--- config.mk ---
export PLATFORM = sky130hd
export DESIGN_NAME = mac_col_feeder
export DESIGN_NICKNAME = d
export VERILOG_FILES = /design/src/rtl/npu_feed_pkg.sv /design/src/rtl/feed_addr_gen.sv /design/src/rtl/mac_col_feeder.sv
export SDC_FILE = /design/constraint.sdc
export NUM_CORES = 1
export LEC_CHECK = 0
export ABC_CLOCK_PERIOD_IN_PS = 2700
export CORE_MARGIN = 2
export CORE_UTILIZATION = 42
export DETAILED_ROUTE_END_ITERATION = 8
export PLACE_DENSITY = 0.81
export SLEW_MARGIN = 5
export SYNTH_ARGS = -nofsm -noshare
export SYNTH_HDL_FRONTEND = slang
export SYNTH_HIERARCHICAL = 1
export SYNTH_SLANG_ARGS = --single-unit
--- constraint.sdc ---
create_clock -name clk -period 2.7 [get_ports clk]
set_input_delay 0.405 -clock clk [delete_from_list [all_inputs] [get_ports clk]]
set_output_delay 0.405 -clock clk [all_outputs]
set_load 0.01 [all_outputs]
--- src/rtl/npu_feed_pkg.sv ---
// Shared types and constants for the MAC column feeder: FSM states,
// column instruction encodings and the load-phase length.
package npu_feed_pkg;

  typedef enum logic [1:0] {
    IDLE  = 2'd0,
    LOAD  = 2'd1,
    EXEC  = 2'd2,
    DRAIN = 2'd3
  } feed_state_e;

  localparam logic [1:0] INST_NOP  = 2'b00;
  localparam logic [1:0] INST_LOAD = 2'b01;
  localparam logic [1:0] INST_EXEC = 2'b10;

  // Two pad beats precede the col key beats so column k latches beat col+1-k.
  function automatic int load_len(input int col);
    return col + 2;
  endfunction

endpackage

--- src/rtl/feed_addr_gen.sv ---
// SRAM read request generation for the feeder: keys are issued last column
// first during LOAD, queries in order during EXEC.
module feed_addr_gen
  import npu_feed_pkg::*;
#(
  parameter int col    = 8,
  parameter int addr_w = 11,
  parameter int cnt_w  = 8
) (
  input  feed_state_e       state,
  input  logic [cnt_w-1:0]  beat,
  input  logic [addr_w-1:0] key_base,
  input  logic [addr_w-1:0] q_base,
  input  logic              hold,
  output logic              mem_rd,
  output logic [addr_w-1:0] mem_addr,
  output logic              pad
);

  always_comb begin
    mem_rd   = 1'b0;
    mem_addr = '0;
    pad      = 1'b0;
    case (state)
      LOAD: begin
        if (beat < cnt_w'(2)) begin
          pad = 1'b1;
        end else begin
          // beat 2+i reads key_base + col-1-i
          mem_rd   = 1'b1;
          mem_addr = key_base + addr_w'(col + 1) - addr_w'(beat);
        end
      end
      EXEC: begin
        if (!hold) begin
          mem_rd   = 1'b1;
          mem_addr = q_base + addr_w'(beat);
        end
      end
      default: ;
    endcase
  end

endmodule

--- src/rtl/mac_col_feeder.sv ---
// Issue-side sequencer driving column 0 of the MAC chain with a load/execute
// stream. Optional macro FEED_STALL_EN adds a stall input honoured in EXEC.
//
// state | meaning
// IDLE  | waiting for start
// LOAD  | two pad beats, then col key vectors (last column first)
// EXEC  | n_q query vectors with the execute instruction
// DRAIN | col+2 empty beats flushing the chain, then done
module mac_col_feeder
  import npu_feed_pkg::*;
#(
  parameter int bw     = 8,
  parameter int pr     = 8,
  parameter int col    = 8,
  parameter int addr_w = 11,
  parameter int qcnt_w = 8
) (
  input  logic                 clk,
  input  logic                 reset,
  input  logic                 start,
`ifdef FEED_STALL_EN
  input  logic                 stall,
`endif
  input  logic [addr_w-1:0]    key_base,
  input  logic [addr_w-1:0]    q_base,
  input  logic [qcnt_w-1:0]    n_q,
  output logic                 mem_rd,
  output logic [addr_w-1:0]    mem_addr,
  input  logic [pr*bw-1:0]     mem_rdata,
  output logic [pr*bw-1:0]     q_out,
  output logic [1:0]           inst,
  output logic                 busy,
  output logic                 done
);

  localparam int LLEN  = load_len(col);
  localparam int QMAX  = 2 ** qcnt_w;
  localparam int CNT_W = $clog2((LLEN > QMAX) ? LLEN : QMAX);

  feed_state_e        state, state_n;
  logic [CNT_W-1:0]   beat, beat_n;
  logic [addr_w-1:0]  key_r, qb_r;
  logic [qcnt_w-1:0]  nq_r;
  logic [1:0]         inst_n;
  logic               accept, hold, pad, last_drain;
  logic               fin_d1, rd_d, pad_d;
  logic [pr*bw-1:0]   q_hold, q_cur;

`ifdef FEED_STALL_EN
  assign hold = stall && (state == EXEC);
`else
  assign hold = 1'b0;
`endif

  // busy/done gating keeps the IDLE window until the done pulse has passed
  assign accept = start && (state == IDLE) && !busy && !done;

  feed_addr_gen #(
    .col    (col),
    .addr_w (addr_w),
    .cnt_w  (CNT_W)
  ) u_addr_gen (
    .state    (state),
    .beat     (beat),
    .key_base (key_r),
    .q_base   (qb_r),
    .hold     (hold),
    .mem_rd   (mem_rd),
    .mem_addr (mem_addr),
    .pad      (pad)
  );

  always_comb begin
    state_n    = state;
    beat_n     = beat + CNT_W'(1);
    inst_n     = INST_NOP;
    last_drain = 1'b0;
    case (state)
      IDLE: begin
        beat_n = '0;
        if (accept) state_n = LOAD;
      end
      LOAD: begin
        inst_n = INST_LOAD;
        if (beat == CNT_W'(LLEN - 1)) begin
          beat_n  = '0;
          state_n = (nq_r == '0) ? DRAIN : EXEC;
        end
      end
      EXEC: begin
        if (hold) begin
          beat_n = beat;
        end else begin
          inst_n = INST_EXEC;
          if (beat == CNT_W'(nq_r - qcnt_w'(1))) begin
            beat_n  = '0;
            state_n = DRAIN;
          end
        end
      end
      DRAIN: begin
        if (beat == CNT_W'(LLEN - 1)) begin
          beat_n     = '0;
          state_n    = IDLE;
          last_drain = 1'b1;
        end
      end
      default: begin
        state_n = IDLE;
        beat_n  = '0;
      end
    endcase
  end

  // Read data arrives one cycle after issue; rd_d/pad_d/inst share that stage.
  assign q_cur = rd_d ? mem_rdata : (pad_d ? '0 : q_hold);
  assign q_out = q_cur;

  always_ff @(posedge clk) begin
    if (reset) begin
      state  <= IDLE;
      beat   <= '0;
      key_r  <= '0;
      qb_r   <= '0;
      nq_r   <= '0;
      busy   <= 1'b0;
      done   <= 1'b0;
      fin_d1 <= 1'b0;
      inst   <= INST_NOP;
      rd_d   <= 1'b0;
      pad_d  <= 1'b0;
      q_hold <= '0;
    end else begin
      state  <= state_n;
      beat   <= beat_n;
      if (accept) begin
        key_r <= key_base;
        qb_r  <= q_base;
        nq_r  <= n_q;
        busy  <= 1'b1;
      end else if (fin_d1) begin
        busy  <= 1'b0;
      end
      fin_d1 <= last_drain;
      done   <= fin_d1;
      inst   <= inst_n;
      rd_d   <= mem_rd;
      pad_d  <= pad;
      q_hold <= q_cur;
    end
  end

endmodule

== Yosys cells after proc, flatten, opt, wreduce, memory -nomap -nowiden ==
Index checks and enable logic that the tools add are counted.
Storage, ports and cells
  latch bits: 0
  register bits: 111
  output and inout port bits: 80
  memories: 0
  RAM bits: 0
  ROM bits: 0
Operators by class
  div/mod/pow operators: 0
  shifts and indexed selects: 0
  magnitude comparators: 1
  multiplexer cells: 20
  $mul: 0
  bitwise operators: 2
  equal/unequal tests: 9
  $add $sub $neg: 5
  reductions and logical operators: 12
Operators with widths (number)
  $mux 64: 2
  $pmux 8 s3: 1
  $pmux 11 s2: 1
  $mux 8: 2
  $add 11x4->11 const B: 1
  $add 11x8->11: 1
  $mux 11: 1
  $sub 11x8->11: 1
  $add 8x1->8 const B: 1
  $eq 8x4->1 const B: 1
  $eq 8x8->1: 1
  $logic_not 8->1: 1
  $lt 8x2->1 const B: 1
  $mux 2: 4
  $ne 2x2->1 const B: 4
  $pmux 2 s4: 1
  $sub 8x1->8 const B: 1
  $mux 1: 6
  $reduce_or 2->1: 3
  $eq 2x2->1 const B: 2
  $pmux 2 s2: 1
  $reduce_and 4->1: 1
  $logic_and 1x1->1: 3
  $eq 2x1->1 const B: 1
  5 further kinds: 7

== Depth between registers and ports, before layout ==
Gate-level depths: netlist (run 1).
  depth after elaboration: 6
  gate-level depth with buffers: 11
  mapped depth without buffers: 11

== Modules after synthesis ==
The synthesis (run 1) kept the hierarchy.
By module, submodules not included
  mac_col_feeder: cells an instance 453, sequential area each 2222.1 µm², area each 4351.7 µm², instances 1
  feed_addr_gen: cells an instance 168, sequential area each 0.0 µm², area each 1239.9 µm², instances 1

== Least setup slack after synthesis (run 1) ==
OpenSTA, ideal clock, no wires.
  kind: reg-to-output
  start: reg beat[4]
  end: out mem_addr[8]
  buffers on the path: 0
  data required time: 2295 ps
  slack: -53 ps
  arrival time: 2348 ps
  stages on the path, launching flop included: 9
  path through: dfxtp_1 > inv_1 > ha_1 > ha_1 > and3_1 > a2111o_1 > o31ai_1 > mux2i_1 > a21oi_1
On the way
  cells in the longest elaborated chain, start to end: 3
RTL lines
  start, declared: line mac_col_feeder.sv:41  | logic [CNT_W-1:0] beat, beat_n;
  start signal, assigned: line mac_col_feeder.sv:135  | beat <= beat_n;
  $sub 11x8->11 / $lt 8x2->1 (equally long branches): line feed_addr_gen.sv:31, feed_addr_gen.sv:26
  $mux 11: line feed_addr_gen.sv:26  | if (beat < cnt_w'(2)) begin
  $pmux 11 s2 (*): line feed_addr_gen.sv:24  | case (state)
  end, declared: line mac_col_feeder.sv:28  | output logic [addr_w-1:0] mem_addr,
Mark *: on every way between the ends. The rest lies on a longest branch, timed or not.

== Final worst setup path (run 1) ==
  start: reg beat[5]
  end: out mem_addr[6]
The elaborated chain is that of the path after synthesis.

==> metrics.yaml, run 1 <==
crit_chain: "inv_2 -> ha_4 -> ha_4 -> and3_4 -> a2111o_1 -> buf_6 -> xor2_2 -> a32oi_1 -> nor2_1 -> buf_2"
crit_required_ps: 2300
die_x_um: 119
track_usage: 0.230
reg2reg_from: "nq_r[1]$_SDFFE_PP0P_"
synth-warning-count: 6
ant_nets: 0
critical_path_arrival_ps: 2570
numClockSinks: 111
failed_checks: "setup timing"
synthesis.area_um2: 5590
min-delay-path-class: "flop to flop"
firstDrtPassIters: 5
port_buffers: 176
antenna_found_initial: 0
synth_area_leaders: "dfxtp_1 (40%), a22o_1 (9.9%), nor2b_1 (8.2%)"
drc: 0
status: "finished, violations left"
via_per_inst: 5.38
yosys-top-cells-count: "dfxtp_1 (111), nor2b_1 (73), nand2_1 (67), a22o_1 (63), a21oi_1 (44)"
maxSlewViolCount: 0
synth.most_common_cell: "dfxtp_1"
synth_ff_type: "dfxtp_1"
fin_ws_ps: -271
place_congestion: 0.923
grt_max_degree: 66
cp-start-kind: "flop"
syn2layout_area_growth_pct: 50.4
overflow: 0
leakage_nw: 3.29
place_hpwl_um: 11200
powerDensity_nw_per_um2: 590
ys_ff_latch: 111
maxCapViolCount: 0
rows: 42
grt_pass1_vias: 5218
crit_fanout: 4
yosysUniqueCellTypes: 61
grt_pass1_wl_um: 26500
seqPwrFrac: 0.375
layout-drive-gt1-share: 0.178
pwr-share-clk: 0.261
finalSetupViolCount: 11
hold_start: "qb_r[5]$_SDFFE_PP0P_"
cts_tree: "built"
path_clk_slew_ps: 80
fin_hold_ws_ps: 467
clkLatencyLatePin_ps: 350
htree_levels: 3
start_util: 0.426
hold_viol: 0
worstPathBufferInverterCount: 3
core_area_um2: 13100
drt-total-wl_um: 17000
yosysSeqAreaShare: 0.397
p_int_mw: 3.27
total_power_mw: 4.96
swShare: 0.340
max_stage_delay_ps: 470
syn_avg_cell_area_um2: 9.00
comb_power_share: 0.364
startpoint: "beat[5]$_SDFF_PP0_"
cp_top_family: "compound AO/OA/AOI/OAI gates"
cts_hold_buf: 0
yosysTopAreaCell: "dfxtp_1"
antenna-diode-count: 0
worst_pin_slew_ps: 706
syn_inst: 621
die-area_um2: 14300
drt_iter0_markers: 330
cpMostUsedCell: "ha_4"
fin_crit_ps: 2970
routedWlPerCell_um: 16.9
die_y_um: 119
num_vias: 5420
max_freq_ghz: 0.337
synth_edf_count: 0
rsz0062_at_grt: "yes"
num_io_pins: 177
synth_top_cell_area_share: 0.397
vdd_drop_max_v: 0.000294
end_kind: "primary output"
relSlewSlack: 0.525
clock_skew_ps: 10.1
period_share: 1.10
worstSetupPathType: "flop to primary output"
cts-root-buf: "clkbuf_16"
layout.nets: 960
power.switching_mw: 1.69
async_flop_share: 0
clock_path_buffers: 2
numCtsBuffers: 9
crit_slowest_cell: "a2111o_1"
## flip-flops by register name, indices dropped and copies added (netlist names)
signal  cells
q_hold     64
nq_r        8
key_r      11
rd_d        1
fin_d1      1
inst        2
done        1
busy        1
qb_r       11
state       2
beat        8
pad_d       1
## cells in the final DEF, fill, tap and decap left out, drive strengths merged, types with 3 or more instances in the layout
cell type      synthesis  layout
ha                    35      35
a21oi                 44      44
nand3                 11      11
nor2                  26      26
xor2                  14      14
or3                    3       3
mux2i                  5       5
dfxtp                111     111
o31ai                  3       3
a31oi                  3       3
o21a                   5       5
nor3b                  3       3
clkdlybuf4s50          0     163
clkbuf                34      13
buf                    2      64
nand2                 67      67
nor2b                 73      73
xnor2                 11      11
o21ai                  6       6
and3                   5       5
a22o                  63      63
nand2b                 7       7
nor3                   7       7
and2                   5       5
inv                   28      31
## stage by stage
stage,cells,util,area (µm²),TNS [ps],setup slack (ps)
2_1_floorplan,622,-,5600,0,21.7
3_3_place_gp,980,0.592,7780,-1540,-329
3_5_place_dp,980,0.592,7780,-1850,-356
4_1_cts,1003,0.631,8280,-1530,-240
5_1_grt,1007,0.640,8410,-2780,-359
6_report,1007,0.640,8410,-2150,-271
## power by group through the flow
stage               registers, mW  logic [mW]  clock network [mW]
finish                       1.86        1.81                1.29
floorplan                    1.87       0.983                   0
detailed placement           1.89        1.55                   0
CTS                          1.86        1.64                1.33
global placement             1.88        1.50                   0
global route                 1.88        1.95                1.39
## path summary, 6_finish.rpt
check	slack, ps	depth (start not counted)	end
max	-270	10	mem_addr[6]
min	470	2	qb_r[5]$_SDFFE_PP0P_
max reg2reg	170	8	state[0]$_SDFFE_PP0P_
min reg2reg	470	2	qb_r[5]$_SDFFE_PP0P_
## worst register-to-register path, delay by kind of cell, from the launching register on
family,cells,cell delay (ps)
DFF,1,420
adders and majority gates,1,230
AOI/OAI and AO/OA,6,1720
buffers and inverters,1,70
## per-layer routing
metal | wire length, µm | vias up | global-route usage | part of all wire
li1 | - | 2592 | - | -
met1 | 7270 | 2555 | 0.289 | 0.43
met2 | 8290 | 222 | 0.394 | 0.49
met3 | 923 | 51 | 0.0445 | 0.054
met4 | 531 | 0 | 0.0831 | 0.031
met5 | 0 | - | 0 | 0
## kinds of logic after synthesis
kind of cell    synth area share
compound gates             0.212
other cells             0.000671
flops                      0.397
fa+ha+maj                 0.0855
simple gates               0.211
xor+xnor                  0.0392
buf+inv                   0.0454
mux                      0.00895
## timing repair
item | 4_1_cts | 5_1_grt
buffers inserted | 7 | 4
endpoints found under the setup margin | 12 | 12
gates resized for setup | 86 | 28
pin swaps | 22 | 19
## area by class of cell
type | count | area, µm²
Fill cell | 977 | 4730
Clock inverter | 5 | 40.0
Multi-Input combinational cell | 447 | 3420
Tap cell | 176 | 220
Timing Repair Buffer | 229 | 2140
Sequential cell | 111 | 2240
Inverter | 28 | 105
Clock buffer | 11 | 243
(Power assumes the default switching activity.)
==> inputs of run 2 (changes only) <==
SETUP_SLACK_MARGIN = 0.02   (was unset)
==> run 2 against run 1 <==
The run still ends with setup timing left. Non-clock buffer count grew 4. Global-route usage is essentially flat. Sequential power is essentially flat. Sequential share of layout area shrank 0.13 points. Critical path type unchanged. Largest power group unchanged.
==> metrics.yaml, run 2 (synthesis results as in run 1) <==
cts_tree: "built"
powerDensity_nw_per_um2: 589  # about the same
place_congestion: 0.923  # unchanged
layout_common_cells: "clkdlybuf4s50_1 (163), dfxtp_1 (100), nor2b_1 (71)"
maxCapViolCount: 0  # unchanged
start_util: 0.426  # unchanged
die_y_um: 119  # unchanged
maxSlewViolCount: 0  # unchanged
cp-start-kind: "flop"
drc: 0  # unchanged
rsz0062_at_grt: "yes"
min-delay-path-class: "flop to flop"
hold_viol: 0  # unchanged
fin_util: 0.643  # +0.00286
crit_fanout: 8  # +4
layout.nets: 964  # +0.42%
reg2reg_from: "nq_r[1]$_SDFFE_PP0P_"
crit_required_ps: 2300  # about the same
routedWlPerCell_um: 17.2  # +2.0%
fin_ws_ps: -359  # -87.5 ps
path_clk_slew_ps: 80  # about the same
reg.largest.list: "q_hold: 64 flops, key_r: 11 flops, qb_r: 11 flops"
worstSetupPathType: "flop to primary output"
drt-total-wl_um: 17400  # +2.4%
hold_start: "key_r[3]$_SDFFE_PP0P_"
largest_register: "q_hold"
die_x_um: 119  # unchanged
end_kind: "primary output"
firstDrtPassIters: 7  # +2
antenna-diode-count: 0  # unchanged
leakage_nw: 3.31  # +0.65%
grt_max_degree: 66  # unchanged
num_vias: 5507  # +1.6%
core_area_um2: 13100  # unchanged
max_freq_ghz: 0.327  # -2.9%
status: "finished, violations left"
cts_hold_buf: 0  # unchanged
grt_pass1_vias: 5216  # -0.038%
track_usage: 0.231  # about the same
largest_reg_flops: 64  # unchanged
numCtsBuffers: 9  # unchanged
ant_nets: 0  # unchanged
syn2layout_area_growth_pct: 51.1
critical_path_arrival_ps: 2650  # +80 ps
place_hpwl_um: 11200  # unchanged
cts-root-buf: "clkbuf_16"
failed_checks: "setup timing"
dp_slack_ps: -356  # unchanged
htree_levels: 3  # unchanged
via_per_inst: 5.45  # +1.2%
clock_path_buffers: 2  # unchanged
relSlewSlack: 0.444  # -0.0811
die-area_um2: 14300  # unchanged
fill_cells: 987  # +1.0%
fin_crit_ps: 3060  # +87.5 ps
grt_pass1_wl_um: 26500  # about the same
rows: 42  # unchanged
overflow: 0  # unchanged
layout-drive-gt1-share: 0.180  # +0.00154
finalSetupViolCount: 12  # +1
num_io_pins: 177  # unchanged
clkLatencyLatePin_ps: 350  # about the same
antenna_found_initial: 0  # unchanged
vdd_drop_max_v: 0.000294  # about the same
clock_skew_ps: 12.2  # +2.18 ps
fin_hold_ws_ps: 467  # +0.689 ps
layout_commonest_cell: "clkdlybuf4s50_1"
startpoint: "beat[5]$_SDFF_PP0_"
drt_iter0_markers: 383  # +16%
port_buffers: 176  # unchanged
numClockSinks: 111  # unchanged
period_share: 1.13  # +0.0324
worst_pin_slew_ps: 827  # +121 ps
run 2: cell types whose count changed in the layout (fill, tap and decap cells not counted), sizes merged:
| cell | previous run | this run |
|---|---|---|
| clkbuf | 13 | 12 |
| buf | 64 | 69 |
run 2: metrics by stage:
| stage | area, µm² | std cells | setup TNS [ps] | power, mW |
|---|---|---|---|---|
| after CTS | 8290 | 1003 | -1560 | 4.82 |
| final | 8450 | 1011 | -2760 | 4.98 |
| after global placement | 7780 | 980 | -1540 | 3.38 |
| after detailed placement | 7780 | 980 | -1850 | 3.44 |
| after floorplan | 5600 | 622 | 0 | 2.85 |
| after global routing | 8450 | 1011 | -3460 | 5.23 |
run 2: path summary, 6_finish.rpt:
kind,endpoint,slack [ps],cells after the start
max,mem_addr[5],-360,9
min reg2reg,key_r[3]$_SDFFE_PP0P_,470,2
max reg2reg,state[0]$_SDFFE_PP0P_,180,8
min,key_r[3]$_SDFFE_PP0P_,470,2
run 2: per-layer routing:
| metal | share of wire | vias to the layer above | track usage |
|---|---|---|---|
| li1 | - | 2601 | - |
| met1 | 0.42 | 2598 | 0.286 |
| met2 | 0.49 | 259 | 0.399 |
| met3 | 0.062 | 49 | 0.0455 |
| met4 | 0.029 | 0 | 0.0809 |
| met5 | 0 | - | 0 |
run 2: area by class of cell:
class / count / area (µm²) / area share
tap: 176 / 220 / 0.0261
clock buffer: 11 / 243 / 0.0287
multi-input combinational: 447 / 3430 / 0.406
inverter: 28 / 105 / 0.0124
sequential: 111 / 2240 / 0.265
clock inverter: 5 / 40.0 / 0.00474
timing repair buffer: 233 / 2170 / 0.257
run 2: power by group:
| group | internal, mW | switching [mW] |
|---|---|---|
| logic | 0.858 | 0.962 |
| clock network | 0.663 | 0.634 |
| registers | 1.75 | 0.106 |
| total | 3.28 | 1.70 |
run 2: critical path: stages, from the launching register on:
cell      delay [ps]
dfxtp_2          340
buf_4            140
buf_8            130
or4_4            560
o41a_4           450
buf_4            170
buf_6            110
nand3b_1         120
a21oi_1          110
buf_2            180
run 2: what timing repair did:
action	in CTS	in global routing
endpoints found under the setup margin	12	13
buffers inserted	7	8
pin swaps	22	20
resized for setup	88	27
